`src/rtl/enc8b10b_pkg.sv`:
```
// Shared 8b/10b code constants and helpers for the TX encoder.
// Code tables hold the RD- form; the RD+ form is derived by complement where the code is unbalanced.
package enc8b10b_pkg;

   localparam logic [9:0] K28_5_RDN = 10'h0FA;
   localparam logic [9:0] K28_5_RDP = 10'h305;

   localparam logic [4:0] K_X_28 = 5'd28;
   localparam logic [4:0] K_X_23 = 5'd23;
   localparam logic [4:0] K_X_27 = 5'd27;
   localparam logic [4:0] K_X_29 = 5'd29;
   localparam logic [4:0] K_X_30 = 5'd30;

   // abcdei, index = EDCBA, RD- column
   localparam logic [5:0] CODE6_RDN [32] = '{
      6'b100111, 6'b011101, 6'b101101, 6'b110001,
      6'b110101, 6'b101001, 6'b011001, 6'b111000,
      6'b111001, 6'b100101, 6'b010101, 6'b110100,
      6'b001101, 6'b101100, 6'b011100, 6'b010111,
      6'b011011, 6'b100011, 6'b010011, 6'b110010,
      6'b001011, 6'b101010, 6'b011010, 6'b111010,
      6'b110011, 6'b100110, 6'b010110, 6'b110110,
      6'b001110, 6'b101110, 6'b011110, 6'b101011
   };
   localparam logic [5:0] K28_6B_RDN = 6'b001111;

   // fghj, index = HGF, RD- column (entry 7 is the primary P7 form)
   localparam logic [3:0] CODE4_RDN [8] = '{
      4'b1011, 4'b1001, 4'b0101, 4'b1100,
      4'b1101, 4'b1010, 4'b0110, 4'b1110
   };
   localparam logic [3:0] A7_RDN = 4'b0111;

   function automatic logic [2:0] ones6(input logic [5:0] v);
      logic [2:0] n;
      n = '0;
      for (int i = 0; i < 6; i++) n = n + {2'b00, v[i]};
      return n;
   endfunction

   function automatic logic [2:0] ones4(input logic [3:0] v);
      logic [2:0] n;
      n = '0;
      for (int i = 0; i < 4; i++) n = n + {2'b00, v[i]};
      return n;
   endfunction

   function automatic logic is_legal_k(input logic [7:0] b);
      logic [4:0] x;
      x = b[4:0];
      return (x == K_X_28) ||
             ((b[7:5] == 3'd7) && (x == K_X_23 || x == K_X_27 || x == K_X_29 || x == K_X_30));
   endfunction

endpackage

```
`src/rtl/enc_5b6b.sv`:
```
// Combinational 5b/6b stage: picks the 6b sub-block for the current RD and
// reports the mid-symbol running disparity.
module enc_5b6b
   import enc8b10b_pkg::*;
(
   input  logic [4:0] x_i,
   input  logic       k_i,
   input  logic       rd_i,
   output logic [5:0] code_o,
   output logic       rd_mid_o
);

   logic [5:0] base6;
   logic       unbal6;
   logic       is_d7;

   always_comb begin
      base6    = (k_i && (x_i == K_X_28)) ? K28_6B_RDN : CODE6_RDN[x_i];
      unbal6   = (ones6(base6) != 3'd3);
      // D.7 is balanced but still has distinct RD-/RD+ forms
      is_d7    = !k_i && (x_i == 5'd7);
      code_o   = (rd_i && (unbal6 || is_d7)) ? ~base6 : base6;
      rd_mid_o = rd_i ^ unbal6;
   end

endmodule

```
`src/rtl/encoder.sv`:
```
// TX 8b/10b encoder: byte/K select with idle-comma insertion, 3b/4b stage,
// running disparity tracking and registered 10-bit symbol output.
module encoder
   import enc8b10b_pkg::*;
#(
   parameter logic [7:0] IDLE_K  = 8'hBC,
   parameter logic       RD_INIT = 1'b0
)(
   input  logic       BitCLK_10,
   input  logic       Reset,
   input  logic       TxValid,
   input  logic [7:0] TxParallel_8,
   input  logic       TxDataK,
   output logic [9:0] TxParallel_10,
   output logic       TxDisparity,
   output logic       TxCodeErr
);

   logic [9:0] sym_q, sym_d;
   logic       rd_q, rd_d;
   logic       err_q, err_d;

   logic       use_idle;
   logic [7:0] byte_sel;
   logic       k_sel;
   logic [5:0] code6;
   logic       rd_mid;
   logic [2:0] y;
   logic [4:0] x;
   logic       use_a7;
   logic [3:0] base4;
   logic       unbal4;
   logic [3:0] code4;

   always_comb begin
      err_d    = TxValid && TxDataK && !is_legal_k(TxParallel_8);
      use_idle = !TxValid || err_d;
      byte_sel = use_idle ? IDLE_K : TxParallel_8;
      k_sel    = use_idle || TxDataK;
   end

   enc_5b6b u_5b6b (
      .x_i      (byte_sel[4:0]),
      .k_i      (k_sel),
      .rd_i     (rd_q),
      .code_o   (code6),
      .rd_mid_o (rd_mid)
   );

   always_comb begin
      y      = byte_sel[7:5];
      x      = byte_sel[4:0];
      // A7 avoids a run of five equal bits across the 6b/4b boundary
      use_a7 = (y == 3'd7) &&
               (k_sel ||
                (!rd_mid && (x == 5'd17 || x == 5'd18 || x == 5'd20)) ||
                ( rd_mid && (x == 5'd11 || x == 5'd13 || x == 5'd14)));
      base4  = use_a7 ? A7_RDN : CODE4_RDN[y];
      unbal4 = (ones4(base4) != 3'd2);
      if (k_sel && !unbal4 && (y != 3'd3))
         code4 = rd_mid ? base4 : ~base4;
      else if (rd_mid && (unbal4 || (y == 3'd3)))
         code4 = ~base4;
      else
         code4 = base4;
      rd_d   = rd_mid ^ unbal4;
      sym_d  = {code6, code4};
   end

   always_ff @(posedge BitCLK_10 or negedge Reset) begin
      if (!Reset) begin
         sym_q <= K28_5_RDN;
         rd_q  <= RD_INIT;
         err_q <= 1'b0;
      end else begin
         sym_q <= sym_d;
         rd_q  <= rd_d;
         err_q <= err_d;
      end
   end

   assign TxParallel_10 = sym_q;
   assign TxDisparity   = rd_q;
   assign TxCodeErr     = err_q;

endmodule
```
`config.mk`:
```
export PLATFORM = sky130hd
export DESIGN_NAME = encoder
export DESIGN_NICKNAME = d
export VERILOG_FILES = /design/src/rtl/enc8b10b_pkg.sv /design/src/rtl/enc_5b6b.sv /design/src/rtl/encoder.sv
export SDC_FILE = /design/constraint.sdc
export NUM_CORES = 1
export LEC_CHECK = 0
export CAP_MARGIN = 20
export CORE_ASPECT_RATIO = 0.8
export CORE_MARGIN = 4
export CORE_UTILIZATION = 34
export CTS_CLUSTER_SIZE = 24
export DETAILED_ROUTE_END_ITERATION = 8
export GPL_TIMING_DRIVEN = 0
export PLACE_DENSITY = 0.64
export SYNTH_ARGS = -nofsm -noshare
export SYNTH_HDL_FRONTEND = slang
export SYNTH_SLANG_ARGS = --single-unit
```
`constraint.sdc`:
```
create_clock -name BitCLK_10 -period 3.4 [get_ports BitCLK_10]
set_input_delay 1.02 -clock BitCLK_10 [delete_from_list [all_inputs] [get_ports BitCLK_10]]
set_output_delay 1.02 -clock BitCLK_10 [all_outputs]
set_load 0.05 [all_outputs]
```
# Yosys cells after proc, flatten, opt, wreduce, memory -nomap -nowiden
# Memories as Yosys holds them, arrays and structs flattened.
# Index checks and enable logic that the tools add are counted.
# totals
wordCells,82
mem_bits_ro,224
ramBits,0
input_bits,12
n_memories,2
latch_bits,0
output_inout_bits,12
ff_bits,12
# op_classes
add_sub_neg,8
mul,0
eq_ne,19
n_lt_le_gt_ge,2
div,0
muxes,11
n_reduce_logical,31
n_bitwise,6
shifts,0
# mem_list
memory,words,width,read_ports,rd_ports_with_merged_regs,write_ports,line_no,text
(name not given),32,6,1,0,0,enc_5b6b.sv:18,base6 = (k_i && (x_i == K_X_28)) ? K28_6B_RDN : CODE6_RDN[x_i];
(name not given),8,4,1,0,0,encoder.sv:58,base4 = use_a7 ? A7_RDN : CODE4_RDN[y];
# ops
op,count
5-bit == test (second input constant),9
4-bit two-way mux,6
6-bit two-way mux,4
3-bit by 1-bit adder with 3-bit output,5
5-bit by 4-bit == test with 1-bit output (second input constant),3
1-bit logical OR,14
1-bit logical AND,12
3-bit by 2-bit inequality test with 1-bit output (second input constant),3
8-bit two-way mux,1
3-bit == test (second input constant),2
6-bit greater-or-equal comparator (second input constant),1
5-bit inverter with 6-bit output,1
6-bit inverter,1
5-bit by 3-bit == test with 1-bit output (second input constant),1
1-bit logical NOT,5
1-bit by 1-bit adder with 2-bit output,2
4-bit greater-or-equal comparator (second input constant),1
3-bit inverter with 4-bit output,1
4-bit inverter,1
2-bit by 1-bit adder with 3-bit output,1
3-bit by 2-bit == test with 1-bit output (second input constant),1
1-bit XOR,2

# Logic depth before layout (Yosys ltp)
# Gate-level depths: netlist of the first run.
# logic_depth
word_depth,36
ltp_mapped,30
ltp_nobuf,29

# By module
# From an unflattened synthesis of the first run, not the netlist that was laid out.
# hier_totals
hier_cells,163
hier_area_um2,1495.2
# modules_own_cells
module,area_each_um2,cells_per_inst,seq_area_each_um2,n_inst
encoder,849.6,86,307.8,1
enc_5b6b,645.6,77,0.0,1

# Worst setup path before layout of the first run
# OpenSTA, ideal clock, no wires.
# synth_timing
kind,in2reg
startpoint,in TxParallel_8[2]
endpoint,reg sym_q[0] (netlist: TxParallel_10[0])
arrival_ps,7992
slack_ps,-4730
cell_stages,29
n_path_buf,2
cell_sequence,and2_1 -> a2111oi_2 -> or3_1 -> buf_2 -> nor3_1 -> ha_1 -> buf_2 -> nor2b_1 -> o31a_1 -> or4_1 -> nand3_2 -> ha_1 -> fa_1 -> inv_1 -> fa_1 -> inv_1 -> fa_1 -> nor3b_1 -> xnor2_1 -> o311a_1 -> o21ai_0 -> a31oi_1 -> fa_1 -> ha_1 -> ha_1 -> nor3b_1 -> o41a_1 -> o221ai_1 -> xnor2_1
# synth_via
elab_chain_cells,36
# synth_rtl
item,line_no,text
start: declaration,encoder.sv:12,"input logic [7:0] TxParallel_8,"
5-bit == test,enc8b10b_pkg.sv:52,((b[7:5] == 3'd7) && (x == K_X_23 || x == K_X_27 || x == K_X_29 || x == K_X_30));
1-bit logical OR (3 in series),enc8b10b_pkg.sv:52,
1-bit logical AND,enc8b10b_pkg.sv:52,
1-bit logical OR,enc8b10b_pkg.sv:51,return (x == K_X_28) ||
1-bit logical NOT,encoder.sv:36,err_d = TxValid && TxDataK && !is_legal_k(TxParallel_8);
1-bit logical AND,encoder.sv:36,
1-bit logical OR,encoder.sv:37,use_idle = !TxValid || err_d;
8-bit two-way mux,encoder.sv:38,byte_sel = use_idle ? IDLE_K : TxParallel_8;
[... 19 more ...],n/a,
2-bit by 1-bit adder with 3-bit output,enc8b10b_pkg.sv:44,"for (int i = 0; i < 4; i++) n = n + {2'b00, v[i]};"
3-bit by 1-bit adder with 3-bit output,enc8b10b_pkg.sv:44,
3-bit by 2-bit inequality test with 1-bit output,encoder.sv:59,unbal4 = (ones4(base4) != 3'd2);
1-bit logical OR or 1-bit logical NOT (tied branches),"encoder.sv:62, encoder.sv:60",
1-bit logical AND (on tied branches),"encoder.sv:62, encoder.sv:60",
4-bit two-way mux or 1-bit logical AND (tied branches),"encoder.sv:62, encoder.sv:60",
4-bit two-way mux (*),encoder.sv:60,if (k_sel && !unbal4 && (y != 3'd3))
net code4[0],encoder.sv:33,logic [3:0] code4;
end signal: assignment,encoder.sv:76,sym_q <= sym_d;
end: declaration,encoder.sv:19,"logic [9:0] sym_q, sym_d;"
# The timed path passes the listed nets; every way through them passes the cells marked *. The select of a mux whose other input is x is not followed.

# Worst setup path after layout of the first run
# layout_timing
startpoint,in TxParallel_8[0]
endpoint,reg sym_q[2] (netlist: TxParallel_10[2])
# Same word-level chain as after synthesis.

==> impl_summary.log, run 1 <==
[metrics] Primary FF master, synth: sky130_fd_sc_hd__dfstp_2
[metrics] Worst Tran Pin Value: 0.545 ns
[metrics] Routed Wire Length: 3980 µm
[metrics] routability-driven placement congestion ratio: 1.03
[metrics] clock slew at the register clock pins of the worst setup and hold paths: 0.05 ns
[metrics] Synth Instances: 163
[metrics] internal power: 740 µW
[metrics] vias after detailed routing: 1425
[metrics] most numerous cell in the Yosys netlist: sky130_fd_sc_hd__o21ai_0
[metrics] unrepaired setup endpoints after global routing: true
[metrics] biggest fanout along the worst timing path: 8
[metrics] final worst-path cycle share: 2.22
[metrics] maxcap violations: 0
[metrics] dominant cells by area after synthesis: sky130_fd_sc_hd__dfstp_2, sky130_fd_sc_hd__dfrtp_1, sky130_fd_sc_hd__ha_1, sky130_fd_sc_hd__xnor2_1, sky130_fd_sc_hd__fa_1
[metrics] Detailed Route Iter0 Violations: 39
[metrics] nature of the critical path endpoint: flip-flop
[metrics] number of global-route vias before repair: 1317
[metrics] type of the worst setup path: input port to flip-flop
[metrics] Logic pwr share: 0.689
[metrics] number of buffers created by CTS: 3
[metrics] violations in the final reports: setup timing
[metrics] switching part of the total: 0.451
[metrics] IO buf count: 23
[metrics] Area growth, synth to finish: 61.4%
[metrics] core area: 3800 µm²
[metrics] part of the total power dissipated in sequential elements: 0.198
[metrics] run status: finished with violations
[metrics] multiplexer share of the synthesized area: 0.00740
[metrics] cell accounting for the most synthesized area: sky130_fd_sc_hd__dfstp_2
[metrics] FFs w/ async S/R, synth: 1.00
[metrics] total negative slack: -32.79 ns
[metrics] count of distinct cell types in the synthesized netlist: 45
[metrics] global-route wire length before repair: 6310 µm
[metrics] combinational family with the most area after synthesis: simple AND/OR/NAND/NOR gates
[metrics] final net count: 240
[metrics] detailed-route wire length per cell: 14.9 µm
[metrics] final setup fails: 11
[metrics] all-layer global routing usage: 0.154
[metrics] Net Count, Synth: 190
[metrics] average footprint of a synthesized cell: 8.30 µm²
[metrics] DP Wirelength: 2790 µm
[metrics] leakage: 0.868 nW
[metrics] number of rows in the core area: 20
[metrics] starting density of the core: 0.356
[metrics] post-detailed-route DRC marker count: 0
[metrics] xor-xnor portion of the synthesized cell area: 0.0907
[metrics] count of warnings emitted by yosys: 0
[metrics] clock period minus final worst setup slack: 7.55 ns
[metrics] root buffer selected by CTS: sky130_fd_sc_hd__clkbuf_8
[metrics] buffers from clock root to sink, at most: 2
[metrics] final core utilization: 0.574
[metrics] required time of the worst setup path: 3.51 ns
[metrics] post-synthesis share of cell area spent on full adders, half adders and majority gates: 0.161
[metrics] DR vias/cell: 5.34
[metrics] Hold WC Path Type: flip-flop to flip-flop
[metrics] post-synthesis compound-gate area fraction: 0.228
[metrics] share of the yosys chip area belonging to registers: 0.228
[metrics] Crit path largest cell delay: 0.53 ns
[metrics] min setup slack post-route: -4.15 ns
[metrics] first-pass detailed-route iteration total: 4
[metrics] fraction of final layout cells sized beyond drive strength 1: 0.410
[metrics] Die Width: 78.5 µm
[metrics] power per standard cell area: 617 nW/µm²
[metrics] synthesis-stage register bit count: 12
[metrics] slowest stage cell, crit path: sky130_fd_sc_hd__or4_4
[metrics] switching power summed over all nets: 607 µW
[metrics] number of fillers in the final layout: 336
[metrics] Worst Skew: 0.00306 ns
[metrics] area share of and/or/nand/nor cells after synthesis: 0.232
[metrics] register cell area after layout: 308 µm²
[metrics] arrival time worst endpoint: 7.66 ns
[metrics] H-tree depth: 1
[metrics] max-slew violation count: 0
[metrics] top cell type's share of synthesized area: 0.117
[metrics] number of antenna violations at the first check in global routing: 0
[metrics] residual antenna-violating net count after detailed routing: 0
[metrics] Die Area: 5060 µm²
[metrics] Max transition margin: 0.631
[metrics] TritonCTS clock tree: done
[metrics] maximum ir drop on the vdd rail: 0.456 mV
[metrics] count of cells along the worst hold path: 2
[metrics] Die Span Y: 64.4 µm
[metrics] Antenna diodes: 0
[metrics] maximum number of pins on one net before global-route repair: 13
[metrics] list of most frequent post-synthesis cells: sky130_fd_sc_hd__o21ai_0, sky130_fd_sc_hd__nor2_1, sky130_fd_sc_hd__ha_1, sky130_fd_sc_hd__inv_1
[metrics] I/O pin count: 24
[metrics] Synth Cell Area: 1350 µm²
[metrics] worst skew pair latency: 0.24 ns
[metrics] register-to-register path setup slack: 0.20 ns
[metrics] area of the multi-input gates: 1270 µm²
[metrics] Worst Setup Start Kind: input port
[metrics] hold violation count in the final report: 0
[metrics] number of cells on the worst reg-to-reg path: 11
[metrics] total clock sinks: 12
[metrics] clock network fraction of design power: 0.113
[metrics] number of flops mapped to enable cells by yosys: 0
[metrics] grt total ovfl: 0
[metrics] fmax: 133 MHz
## layout by cell type, fill, tap and decap left out, types with 3 or more instances in the layout
master,count
sky130_fd_sc_hd__xnor2_1,7
sky130_fd_sc_hd__xor2_1,3
sky130_fd_sc_hd__buf_6,4
sky130_fd_sc_hd__nor3_1,5
sky130_fd_sc_hd__nand3_1,3
sky130_fd_sc_hd__dfstp_2,6
sky130_fd_sc_hd__nand2b_1,6
sky130_fd_sc_hd__clkdlybuf4s50_1,13
sky130_fd_sc_hd__inv_2,6
sky130_fd_sc_hd__nor2_1,11
sky130_fd_sc_hd__buf_8,3
sky130_fd_sc_hd__ha_4,4
sky130_fd_sc_hd__a21oi_1,7
sky130_fd_sc_hd__ha_1,6
sky130_fd_sc_hd__buf_4,21
sky130_fd_sc_hd__a31oi_1,3
sky130_fd_sc_hd__inv_1,5
sky130_fd_sc_hd__fa_1,3
sky130_fd_sc_hd__clkbuf_2,3
sky130_fd_sc_hd__dfrtp_1,6
sky130_fd_sc_hd__clkbuf_8,4
sky130_fd_sc_hd__nand2_1,9
sky130_fd_sc_hd__o21ai_0,11
## state kept, by name (all words and copies together) (netlist names)
register and cells:
TxParallel_10 10, TxCodeErr 1, TxDisparity 1
## metrics by stage
stage / power (mW) / instances / hold WS, ns / instance area, µm² / setup WS (ns)
floorplan: 0.850 / 163 / 0.724 / 1520 / -4.17
global placement: 1.04 / 241 / 0.774 / 1820 / -5.22
detailed placement: 1.06 / 241 / 0.771 / 1820 / -5.24
CTS: 1.26 / 262 / 0.854 / 2030 / -4.19
global route: 1.42 / 267 / 0.845 / 2180 / -4.32
finish: 1.35 / 267 / 0.804 / 2180 / -4.15
## layer usage
| layer | track usage | share of wire |
|---|---|---|
| met1 | 0.198 | 0.45 |
| met2 | 0.267 | 0.50 |
| met3 | 0.0278 | 0.044 |
| met4 | 0.0393 | 0.0060 |
| met5 | 0 | 0 |
## final cells by class
class	count	area share
Clock buffer	4	0.0252
Inverter	11	0.0189
Sequential cell	12	0.141
Tap cell	55	0.0315
Timing Repair Buffer	47	0.193
Multi-Input combinational cell	133	0.581
Buffer	5	0.00974
## power by group through the flow
stage | logic, mW | registers, mW | clock network [mW]
4_1_cts | 0.837 | 0.269 | 0.157
3_5_place_dp | 0.787 | 0.271 | 0
5_1_grt | 0.976 | 0.279 | 0.166
2_1_floorplan | 0.334 | 0.517 | 0
3_3_place_gp | 0.778 | 0.265 | 0
6_report | 0.928 | 0.267 | 0.153
## worst max-delay path, delay by kind of cell
family,cells,cell delay (ns)
compound gates,7,1.73
fa+ha+maj,8,2.54
xor+xnor,2,0.32
buf+inv,5,0.51
simple gates,8,1.52
## repair_timing
action	CTS	global route
resized for setup	44	30
hold endpoints to repair	0	0
buffers inserted	18	6
hold buffers	0	0
pin swaps	29	23
setup endpoints to repair	11	11
cloned	0	0
## worst paths after layout
path / start / end
worst max-delay path: TxParallel_8[0] / TxParallel_10[2]$_DFF_PN0_
worst min-delay path: TxDisparity$_DFF_PN0_ / TxParallel_10[4]$_DFF_PN1_
worst max register to register: TxDisparity$_DFF_PN0_ / TxParallel_10[2]$_DFF_PN0_
worst min register to register: TxDisparity$_DFF_PN0_ / TxParallel_10[4]$_DFF_PN1_
max in group asynchronous: Reset / TxParallel_10[3]$_DFF_PN1_
min in group asynchronous: Reset / TxParallel_10[9]$_DFF_PN0_
## kinds of logic after synthesis
kind of cell             Yosys count
buffers and inverters             18
AND/OR/NAND/NOR                   57
flip-flops                        12
XOR/XNOR                          14
AO/OA/AOI/OAI                     46
multiplexers                       1
adder cells (fa/ha/maj)           15
No activity file was read; power rests on OpenSTA's default activity.
==> run 2: changes to the inputs <==
--- a/config.mk
+++ b/config.mk
@@ -5,12 +5,14 @@
 export SDC_FILE = /design/constraint.sdc
 export NUM_CORES = 1
 export LEC_CHECK = 0
+export ABC_CLOCK_PERIOD_IN_PS = 3400
 export CAP_MARGIN = 20
 export CORE_ASPECT_RATIO = 0.8
 export CORE_MARGIN = 4
 export CORE_UTILIZATION = 34
 export CTS_CLUSTER_SIZE = 24
 export DETAILED_ROUTE_END_ITERATION = 8
+export GPL_ROUTABILITY_DRIVEN = 0
 export GPL_TIMING_DRIVEN = 0
 export PLACE_DENSITY = 0.64
 export SYNTH_ARGS = -nofsm -noshare
==> run 2 against run 1 <==
The run still ends with setup timing left. Non-clock buffer count increased by 3. Sequential cell count unchanged. Maximum frequency increased by 0.35%. Clock power decreased by 3%. Worst hold slack improved by 0.0060 ns. Core utilization increased by 0.66 points. Wire length unchanged. Die area unchanged. Sequential share of layout area decreased by 0.16 points. Largest power group unchanged.
==> impl_summary.log, run 2 (same netlist as run 1, synthesis figures left out) <==
[metrics] Logic pwr share: 0.683 (-0.006)
[metrics] biggest fanout along the worst timing path: 4 (-4)
[metrics] starting density of the core: 0.356 (unchanged)
[metrics] hold violation count in the final report: 0 (unchanged)
[metrics] IO buf count: 23 (unchanged)
[metrics] violations in the final reports: setup timing
[metrics] Detailed Route Iter0 Violations: 50 (+28%)
[metrics] number of antenna violations at the first check in global routing: 0 (unchanged)
[metrics] most common cell after layout, fill and taps aside: sky130_fd_sc_hd__buf_4
[metrics] residual antenna-violating net count after detailed routing: 0 (unchanged)
[metrics] Antenna diodes: 0 (unchanged)
[metrics] final net count: 243 (+1.3%)
[metrics] internal power: 722 µW (-2.5%)
[metrics] Die Span Y: 64.4 µm (unchanged)
[metrics] final worst-path cycle share: 2.21 (-0.00782)
[metrics] flip-flop count of the largest register after layout: 10 (unchanged)
[metrics] worst skew pair latency: 0.23 ns (about the same)
[metrics] Die Area: 5060 µm² (unchanged)
[metrics] DP Wirelength: 2830 µm (+1.5%)
[metrics] Max transition margin: 0.508 (-0.123)
[metrics] DR vias/cell: 5.54 (+3.9%)
[metrics] clock period minus final worst setup slack: 7.52 ns (-0.0266 ns)
[metrics] number of global-route vias before repair: 1430 (+8.6%)
[metrics] min setup slack post-route: -4.12 ns (+0.0266 ns)
[metrics] max-slew violation count: 0 (unchanged)
[metrics] run status: finished with violations
[metrics] total clock sinks: 12 (unchanged)
[metrics] post-detailed-route DRC marker count: 0 (unchanged)
[metrics] CTS Hold Bufs: 0 (unchanged)
[metrics] Routed Wire Length: 3980 µm (unchanged)
[metrics] I/O pin count: 24 (unchanged)
[metrics] number of buffers created by CTS: 3 (unchanged)
[metrics] global-route wire length before repair: 6330 µm (+0.22%)
[metrics] unrepaired setup endpoints after global routing: true
[metrics] number of rows in the core area: 20 (unchanged)
[metrics] power per standard cell area: 596 nW/µm² (-3.5%)
[metrics] maximum number of pins on one net before global-route repair: 13 (unchanged)
[metrics] fraction of final layout cells sized beyond drive strength 1: 0.414 (+0.00358)
[metrics] maximum ir drop on the vdd rail: 0.361 mV (-21%)
[metrics] Worst Skew: 0.00373 ns (+0.000673 ns)
[metrics] fmax: 133 MHz (+0.35%)
[metrics] H-tree depth: 1 (unchanged)
[metrics] slowest stage cell, crit path: sky130_fd_sc_hd__fa_1
[metrics] clock slew at the register clock pins of the worst setup and hold paths: 0.05 ns (about the same)
[metrics] Hold WC Path Type: flip-flop to flip-flop
[metrics] final setup fails: 11 (unchanged)
[metrics] arrival time worst endpoint: 7.63 ns (-0.03 ns)
[metrics] part of the total power dissipated in sequential elements: 0.203 (+0.005)
[metrics] core area: 3800 µm² (unchanged)
[metrics] detailed-route wire length per cell: 14.7 µm (-1.1%)
[metrics] leakage: 0.875 nW (+0.82%)
[metrics] area after detailed placement: 1820 µm² (unchanged)
[metrics] grt total ovfl: 0 (unchanged)
[metrics] required time of the worst setup path: 3.51 ns (about the same)
[metrics] nature of the critical path endpoint: flip-flop
[metrics] TritonCTS clock tree: done
[metrics] type of the worst setup path: input port to flip-flop
[metrics] post-layout instance area: 2210 µm² (+1.1%)
[metrics] total negative slack: -32.38 ns (+0.414 ns)
[metrics] clock network fraction of design power: 0.113 (about the same)
[metrics] root buffer selected by CTS: sky130_fd_sc_hd__clkbuf_8
[metrics] minimum hold slack: 0.810 ns (+0.00604 ns)
[metrics] Crit path largest cell delay: 0.55 ns (+0.02 ns)
[metrics] Die Width: 78.5 µm (unchanged)
[metrics] first-pass detailed-route iteration total: 4 (unchanged)
[metrics] buffers from clock root to sink, at most: 2 (unchanged)
[metrics] Worst Setup Start Kind: input port
[metrics] maxcap violations: 0 (unchanged)
[metrics] Area growth, synth to finish: 63.3%
[metrics] switching part of the total: 0.451 (+0.000604)
[metrics] all-layer global routing usage: 0.153 (-0.00162)
[metrics] Worst Tran Pin Value: 0.729 ns (+0.184 ns)
[metrics] top library cells by usage in the layout, fill and taps aside: sky130_fd_sc_hd__buf_4, sky130_fd_sc_hd__clkdlybuf4s50_1, sky130_fd_sc_hd__nor2_1, sky130_fd_sc_hd__o21ai_0, sky130_fd_sc_hd__nand2_1
[metrics] vias after detailed routing: 1497 (+5.1%)
[metrics] register-to-register path setup slack: 0.24 ns (+0.04 ns)
[metrics] switching power summed over all nets: 594 µW (-2.3%)
[run 2: path summary, 6_finish.rpt]
check,endpoint,cells past startpoint,from
max in group asynchronous,TxParallel_10[4]$_DFF_PN1_,1,Reset
worst min register to register,TxParallel_10[7]$_DFF_PN1_,2,TxDisparity$_DFF_PN0_
worst max register to register,TxParallel_10[2]$_DFF_PN0_,12,TxDisparity$_DFF_PN0_
worst min-delay path,TxParallel_10[7]$_DFF_PN1_,2,TxDisparity$_DFF_PN0_
min in group asynchronous,TxCodeErr$_DFF_PN0_,1,Reset
worst max-delay path,TxParallel_10[2]$_DFF_PN0_,30,TxParallel_8[3]
[run 2: per-layer routing]
metal	vias to the layer above	routed length, µm	global-route usage
li1	698	-	-
met1	708	1570	0.185
met2	81	2000	0.279
met3	10	317	0.0236
met4	0	89	0.0437
met5	-	0	0
[run 2: cell type report]
class	count	area (µm²)
Buffer	5	21.3
Inverter	11	43.8
Multi-Input combinational cell	133	1260
Tap cell	55	68.8
Timing Repair Buffer	50	453
Sequential cell	12	308
Fill cell	342	1600
Clock buffer	4	55.1
[run 2: repair_timing]
item	CTS	global route
pin swaps	29	21
setup buffers	19	8
gates cloned	0	0
resized for setup	55	22
setup endpoints to repair	11	11
[run 2: power by group through the flow]
stage / Clock [mW] / Combinational, mW / Sequential (mW)
3_5_place_dp: 0 / 0.787 / 0.271
4_1_cts: 0.153 / 0.851 / 0.269
2_1_floorplan: 0 / 0.334 / 0.517
6_report: 0.149 / 0.899 / 0.267
3_3_place_gp: 0 / 0.776 / 0.265
5_1_grt: 0.162 / 0.948 / 0.276
[run 2: stage by stage]
stage / instances / power [mW] / setup WS, ns / util
finish: 270 / 1.32 / -4.12 / 0.581
global route: 270 / 1.39 / -4.38 / 0.581
CTS: 263 / 1.27 / -4.15 / 0.550
detailed placement: 241 / 1.06 / -5.31 / 0.477
global placement: 241 / 1.04 / -5.18 / 0.477
floorplan: 163 / 0.850 / -4.17 / -
[run 2: worst max-delay path, delay by kind of cell]
| kind | cells | cell delay, ns |
|---|---|---|
| compound gates | 7 | 1.67 |
| xor+xnor | 2 | 0.28 |
| fa+ha+maj | 8 | 2.49 |
| buf+inv | 5 | 0.47 |
| simple gates | 8 | 1.71 |
